`config.mk`:
```
export PLATFORM = sky130hd
export DESIGN_NAME = victim_ctrl
export DESIGN_NICKNAME = d
export VERILOG_FILES = /design/src/rtl/victim_ctrl.sv
export SDC_FILE = /design/constraint.sdc
export NUM_CORES = 2
export LEC_CHECK = 0
export CAP_MARGIN = 15
export CORE_AREA = 2 2 619 621
export CTS_BUF_LIST = sky130_fd_sc_hd__clkbuf_2
export DETAILED_ROUTE_END_ITERATION = 8
export DIE_AREA = 0 0 621 623
export PLACE_DENSITY = 0.3
export SLEW_MARGIN = 25
export SYNTH_ARGS = -nofsm -noshare
export SYNTH_HDL_FRONTEND = slang
export SYNTH_SLANG_ARGS = --single-unit
```
`constraint.sdc`:
```
create_clock -name clk -period 26.9 [get_ports clk]
set_clock_uncertainty 0.2 [all_clocks]
set_input_delay 2.69 -clock clk [delete_from_list [all_inputs] [get_ports clk]]
set_output_delay 2.69 -clock clk [all_outputs]
set_load 0.02 [all_outputs]
```
`src/rtl/victim_ctrl.sv`:
```
// Victim buffer controller: fully associative tag/state store between L1 and memory.
// Line data lives in an external array; this block steers it and sequences writeback/fill.
module victim_ctrl #(
  parameter int WAYS   = 8,
  parameter int LINE_W = 256,
  parameter int TAG_W  = 11
) (
  input  logic                     clk,
  input  logic                     rst,
  input  logic                     l1_req,
  input  logic [15:0]              l1_addr,
  input  logic                     l1_evict_valid,
  input  logic                     l1_evict_dirty,
  input  logic [15:0]              l1_evict_addr,
  input  logic [LINE_W-1:0]        l1_evict_data,
  output logic                     l1_resp,
  output logic [LINE_W-1:0]        l1_rdata,
  output logic                     l1_rdirty,
  output logic                     arr_load,
  output logic [$clog2(WAYS)-1:0]  arr_index,
  output logic [LINE_W-1:0]        arr_wdata,
  input  logic [LINE_W-1:0]        arr_rdata,
  output logic                     pmem_read,
  output logic                     pmem_write,
  output logic [15:0]              pmem_address,
  output logic [LINE_W-1:0]        pmem_wdata,
  input  logic [LINE_W-1:0]        pmem_rdata,
  input  logic                     pmem_resp
);
  localparam int IDX_W = $clog2(WAYS);
  localparam int OFS_W = 16 - TAG_W;

  typedef enum logic [2:0] {IDLE, COMPARE, SWAP, WB, FETCH, RESP} state_t;

  state_t              r_state;
  state_t              w_next;
  logic [WAYS-1:0]     r_valid;
  logic [WAYS-1:0]     r_dirty;
  logic [TAG_W-1:0]    r_tag [WAYS];
  logic [IDX_W-1:0]    r_age [WAYS];
  logic [TAG_W-1:0]    r_line;
  logic                r_ev_valid;
  logic                r_ev_dirty;
  logic [TAG_W-1:0]    r_ev_tag;
  logic [LINE_W-1:0]   r_ev_data;
  logic [IDX_W-1:0]    r_way;
  logic [LINE_W-1:0]   r_fill;

  logic                w_hit;
  logic [IDX_W-1:0]    w_hit_way;
  logic                w_inv_found;
  logic [IDX_W-1:0]    w_inv_way;
  logic [IDX_W-1:0]    w_old_way;
  logic [IDX_W-1:0]    w_tgt;
  logic                w_upd;
  logic                w_touch;
  logic                w_inv;
  logic                w_unused;

  assign w_unused = ^{l1_addr[OFS_W-1:0], l1_evict_addr[OFS_W-1:0]};

  // Descending scan so the lowest-index match / invalid way wins.
  always_comb begin
    w_hit       = 1'b0;
    w_hit_way   = '0;
    w_inv_found = 1'b0;
    w_inv_way   = '0;
    w_old_way   = '0;
    for (int i = WAYS - 1; i >= 0; i--) begin
      if (r_valid[i] && (r_tag[i] == r_line)) begin
        w_hit     = 1'b1;
        w_hit_way = IDX_W'(i);
      end
      if (!r_valid[i]) begin
        w_inv_found = 1'b1;
        w_inv_way   = IDX_W'(i);
      end
      if (r_age[i] == IDX_W'(WAYS - 1)) w_old_way = IDX_W'(i);
    end
    w_tgt = w_inv_found ? w_inv_way : w_old_way;
  end

  always_comb begin
    w_next       = r_state;
    l1_resp      = 1'b0;
    l1_rdata     = '0;
    l1_rdirty    = 1'b0;
    arr_load     = 1'b0;
    arr_index    = '0;
    arr_wdata    = '0;
    pmem_read    = 1'b0;
    pmem_write   = 1'b0;
    pmem_address = '0;
    pmem_wdata   = '0;
    w_upd        = 1'b0;
    w_touch      = 1'b0;
    w_inv        = 1'b0;
    case (r_state)
      IDLE: begin
        if (l1_req) w_next = COMPARE;
      end
      COMPARE: begin
        if (w_hit) begin
          arr_index = w_hit_way;
          w_next    = SWAP;
        end else if (r_valid[w_tgt] && r_dirty[w_tgt]) begin
          w_next = WB;
        end else begin
          w_next = FETCH;
        end
      end
      SWAP: begin
        l1_resp   = 1'b1;
        arr_index = r_way;
        l1_rdata  = arr_rdata;
        l1_rdirty = r_dirty[r_way];
        if (r_ev_valid) begin
          arr_load  = 1'b1;
          arr_wdata = r_ev_data;
          w_upd     = 1'b1;
          w_touch   = 1'b1;
        end else begin
          w_inv = 1'b1;
        end
        w_next = IDLE;
      end
      WB: begin
        pmem_write   = 1'b1;
        arr_index    = r_way;
        pmem_address = {r_tag[r_way], {OFS_W{1'b0}}};
        pmem_wdata   = arr_rdata;
        if (pmem_resp) w_next = FETCH;
      end
      FETCH: begin
        pmem_read    = 1'b1;
        pmem_address = {r_line, {OFS_W{1'b0}}};
        if (pmem_resp) w_next = RESP;
      end
      RESP: begin
        l1_resp  = 1'b1;
        l1_rdata = r_fill;
        if (r_ev_valid) begin
          arr_load  = 1'b1;
          arr_index = r_way;
          arr_wdata = r_ev_data;
          w_upd     = 1'b1;
          w_touch   = 1'b1;
        end
        w_next = IDLE;
      end
      default: w_next = IDLE;
    endcase
  end

  always_ff @(posedge clk or posedge rst) begin
    if (rst) begin
      r_state    <= IDLE;
      r_valid    <= '0;
      r_dirty    <= '0;
      r_line     <= '0;
      r_ev_valid <= 1'b0;
      r_ev_dirty <= 1'b0;
      r_ev_tag   <= '0;
      r_ev_data  <= '0;
      r_way      <= '0;
      r_fill     <= '0;
      for (int i = 0; i < WAYS; i++) begin
        r_tag[i] <= '0;
        r_age[i] <= IDX_W'(i);
      end
    end else begin
      r_state <= w_next;
      if (r_state == IDLE && l1_req) begin
        r_line     <= l1_addr[15 -: TAG_W];
        r_ev_valid <= l1_evict_valid;
        r_ev_dirty <= l1_evict_dirty;
        r_ev_tag   <= l1_evict_addr[15 -: TAG_W];
        r_ev_data  <= l1_evict_data;
      end
      if (r_state == COMPARE) r_way <= w_hit ? w_hit_way : w_tgt;
      if (r_state == FETCH && pmem_resp) r_fill <= pmem_rdata;
      if (w_upd) begin
        r_valid[r_way] <= 1'b1;
        r_dirty[r_way] <= r_ev_dirty;
        r_tag[r_way]   <= r_ev_tag;
      end
      if (w_inv) begin
        r_valid[r_way] <= 1'b0;
        r_dirty[r_way] <= 1'b0;
      end
      // Ages younger than the touched way slide up one, keeping a permutation.
      if (w_touch) begin
        for (int i = 0; i < WAYS; i++) begin
          if (r_age[i] < r_age[r_way]) r_age[i] <= r_age[i] + 1'b1;
        end
        r_age[r_way] <= '0;
      end
    end
  end
endmodule

```
After elaboration in Yosys (flattened, before gate mapping):

Index checks and enable logic that the tools add are counted.

* bitwise operators: 7
* muxes and demuxes: 104
* equal/unequal tests: 24
* $add $sub $neg: 8
* reductions and logical operators: 17
* $lt $le $gt $ge: 13

Operators by type and width (number)
* 256-bit 2-to-1 mux: 3
* 256-bit one-hot mux with 2 select lines: 1
* 3-bit 2-to-1 mux: 52
* 88-bit bitwise mux: 1
* 11-bit == test: 8
* 11-bit binary-select mux with 3-bit select: 1
* 11-bit demux with 3-bit select: 1
* 11-bit 2-to-1 mux: 3
* 8-bit 2-to-1 mux: 4
* 16-bit one-hot mux with 2 select lines: 1
* 3-bit == test, second input constant: 10
* 1-bit 2-to-1 mux: 28
* 3-bit by 1-bit adder with 3-bit output, second input constant: 8
* 24-bit AND: 1
* 3-bit < comparator: 8
* 24-bit NOT: 1
* 8-bit AND: 2
* 1-bit logical AND: 13
* 3-bit one-hot mux with 4 select lines: 1
* 1-bit binary-select mux with 3-bit select: 3
* 3-bit binary-select mux with 3-bit select: 1
* 3-bit demux with 3-bit select: 1
* 3-bit one-hot mux with 3 select lines: 1
* 8-bit bitwise mux: 1
* 14 further kinds: 19

* output and inout port bits: 792
* bits in registers: 670

Depth between registers and ports, before layout:

* depth after elaboration: 16
* depth in mapped cells: 12

Worst setup path after synthesis:

No wires, ideal clock.

* path kind: input port to output port
* start: input arr_rdata[0]
* end: output l1_rdata[0]
* path slack: 21.057 ns
* path buffers: 0
* arrival time: 2.953 ns
* data required time: 24.010 ns
* cell stages on the path: 1
* cells stage by stage: a22o_1

* cells in the longest elaborated chain, start to end: 1

Ends and longest elaborated chain
* from (decl): RTL line 22 `input logic [LINE_W-1:0] arr_rdata,`
* 256-bit one-hot mux with 2 select lines: RTL line 98 `case (r_state)`
* to (decl): RTL line 17 `output logic [LINE_W-1:0] l1_rdata,`

Every way passes these cells.

Worst setup path in the final report:

* start: register r_state[0]
* end: output arr_wdata[205]

* cells in the longest elaborated chain, start to end: 3
* elaborated cells on any way between the ends: 4
* classes of those cells: eq/ne (2); mux (1); reduce/logical (1)

Ends and longest elaborated chain
* from (decl): RTL line 35 `state_t r_state;`
* from (signal assigned): RTL line 172 `r_state <= w_next;`
* 3-bit == test or 3-bit by 2-bit == test with 1-bit output (tied branches): RTL line 98
* 2-bit OR reduction (no source line) *
* 256-bit 2-to-1 mux *
* to (decl): RTL line 21 `output logic [LINE_W-1:0] arr_wdata,`

Mark *: on every way between the ends. The rest lies on a longest branch, timed or not.

==> impl_metrics.ini <==
[global_routing]
gr-usage-all-layers_pct = 17.47
first_global_vias = 34660
overflow = 0
grt_pass1_wl_um = 432400
grt_max_degree = 147
antenna_found_initial = 225

[setup_path]
cp_data_required_time_ns = 24.01
slowest_delay_ns = 0.82
crit_start = r_state[0]$_DFFE_PP0P_
path_cells = and3b_4 > or2_4 > buf_4 > buf_4 > and3_1 > clkdlybuf4s50_1
r2r_cells = 6
rrSetupSlack_ns = 22.13
crit_buf_inv = 3
worstSetupEndpointType = output pin
arrival_ns = 6.71
rr_startpoint = r_state[0]$_DFFE_PP0P_
critPathMaxFanout = 92
start_kind = register
endpoint = arr_wdata[205]
cp.depth = 6
worstSetupPathType = reg -> out
timing.rr.end = r_ev_data[210]$_DFFE_PP0P_
slowest_stage = dfrtp_4
critical-path-top-delay-family = buffers and inverters
worst_path_most_repeated_cell = buf_4

[cts]
clock_sinks = 670
cts-buffers-inserted = 233
clk_path_buf_depth = 4
clockRootBuffer = clkbuf_2
cts_setup_buffers = 0
clk_pin_slew_worst_paths_ns = 0.12
tritoncts = done
cts_resized = 0
cts_hold_buffers = 0
h-tree-depth = 4
clk_latency_ns = 1.74

[min_path]
holdCritPathClass = reg -> reg

[floorplan]
die-area_mm2 = 0.3869
start_util_pct = 8.959
fp.dieW_um = 621
die_h_um = 623
io_pins = 1598
fp.coreArea_mm2 = 0.3806
rows = 227

[yosys]
yosys.cell_types.count = 61
post-synth-top-count-cell = dfrtp_1
synth_area_leaders = dfrtp_1 (48%), mux2_2 (21%), and3_1 (9.4%)
netlist_area_mm2 = 0.03410
synth_ff_type = dfrtp_1
syn_avg_cell_area_um2 = 12.05
yosysSeqAreaShare_pct = 49.22
syn_inst = 2829
yosysWarnings = 0
synth_top_cell_by_area = dfrtp_1
ys_top_cells_by_count = dfrtp_1 (658), mux2_2 (625), and3_1 (514)
synth_top_area_share_pct = 48.29
synthArstFlopShare_pct = 100.0
synth_edf_count = 0
yosys_register_bits = 670

[sta]
hold_viol = 0
maxSlewHeadroom_pct = 15.50
grt_setup_unrepaired = false
fin_setup_tns_ns = 0
max_freq_mhz = 104.2
finalCritPeriodShare_pct = 35.69
tightestPinTransition_ns = 1.267
period_needed_ns = 9.601
slew_violations = 0
setup_viol = 0

[drt]
wire_per_inst_um = 36.14
via_count = 33480
drtIter0Drc = 1990
routed_wl_um = 351200
first_pass_iters = 5
drc = 0
vias_per_cell = 3.445
ant_nets = 0

[cells_and_area]
fin_nets = 5264
stdcell_area_mm2 = 0.05778
multi_input_area_mm2 = 0.01607
n_fill_cell = 42840
areaGrowthSynthToFinish_pct = 69.45
final_layout_size_suffix_gt1_share_pct = 23.73
register_area_mm2 = 0.01679

[placed_design]
io_buffer_count = 1582
dp_hpwl_um = 292500
placedInstanceArea_mm2 = 0.05554
place_congestion = 0.8854

[run]
cap_violations = 0

[power]
p_leak_nw = 23.37
p_per_area_mw_per_mm2 = 85.67
worst_ir_drop_vdd_mv = 0.05206

[status]
outcome = complete, no violations
## state kept, by name, indices dropped and copies added (netlist names)
| name | flops |
|---|---|
| r_ev_data | 256 |
| r_fill | 256 |
| r_tag | 88 |
| r_age | 24 |
| r_ev_tag | 11 |
| r_line | 11 |
| r_dirty | 8 |
| r_valid | 8 |
| r_state | 3 |
| r_way | 3 |
| r_ev_dirty | 1 |
| r_ev_valid | 1 |
## where the power goes
| part | total [mW] | switching, mW | internal (mW) |
|---|---|---|---|
| logic | 2.13 | 1.13 | 0.996 |
| clock network | 0.960 | 0.614 | 0.346 |
| registers | 1.86 | 0.402 | 1.46 |
## layout by cell type (no fill, tap or decap), types with 30 or more instances in the layout
cell type	count
clkdlybuf4s50_1	1577
dfrtp_1	656
mux2_2	625
and3_1	514
clkbuf_2	343
a22o_1	293
xnor2_1	88
diode_2	78
clkinv_1	52
buf_4	45
nand4_1	43
a22oi_1	42
nor3_1	34
ha_1	32
nand2_1	30
## per-layer routing
metal,up-vias,wire [µm],track usage (%)
met1,17140,128600,18.63
li1,13970,-,-
met4,14,17000,7.139
met3,617,33120,6.976
met2,1743,172400,30.58
met5,-,87,0
## logic make-up (layout without fill, tap and decap cells)
| kind of cell | Yosys count | count (layout) | share of synthesized area [%] |
|---|---|---|---|
| buffers and inverters | 284 | 2053 | 3.813 |
| adders and majority gates | 32 | 32 | 1.174 |
| xor gates and xnor gates | 88 | 88 | 2.260 |
| muxes | 633 | 633 | 20.90 |
| DFF | 670 | 670 | 49.22 |
| other | 1 | 83 | 0.01100 |
| and+or+nand+nor | 699 | 699 | 12.43 |
| AOI/OAI and AO/OA | 422 | 422 | 10.20 |
## metrics by stage
stage          power, mW  cells  util (%)  hold WS (ns)  setup WS (ns)
2_1_floorplan      2.920   2833         -        0.2722          5.250
3_3_place_gp       4.020   9226     14.58        0.2814          18.99
3_5_place_dp       4.034   9229     14.59        0.2878          19.02
4_1_cts            5.071   9640     15.13        0.3079          16.90
5_1_grt            5.256   9673     15.15        0.3210          16.90
6_report           4.950   9718     15.18        0.3063          17.30
## area by class of cell
cell class / count / area share (%)
multi-input cells: 1879 / 27.82
well taps: 5038 / 10.91
diodes: 78 / 0.3378
clock buffers: 343 / 2.971
clock inverters: 68 / 0.5631
flip-flops and latches: 670 / 29.06
inverters: 9 / 0.08446
repair buffers: 1633 / 28.25
## worst min-delay path by stage
stage                                          start                    endpoint  slack (ns)  cells past startpoint
after detailed placement  r_ev_data[109]$_DFFE_PP0P_  r_ev_data[109]$_DFFE_PP0P_        0.29                      1
after floorplan             r_ev_data[0]$_DFFE_PP0P_    r_ev_data[0]$_DFFE_PP0P_        0.27                      1
after global placement    r_ev_data[123]$_DFFE_PP0P_  r_ev_data[123]$_DFFE_PP0P_        0.28                      1
after global routing       r_ev_data[37]$_DFFE_PP0P_   r_ev_data[37]$_DFFE_PP0P_        0.32                      1
final                     r_ev_data[193]$_DFFE_PP0P_  r_ev_data[193]$_DFFE_PP0P_        0.31                      1
after CTS                 r_ev_data[109]$_DFFE_PP0P_  r_ev_data[109]$_DFFE_PP0P_        0.31                      1
(Power assumes the default switching activity.)
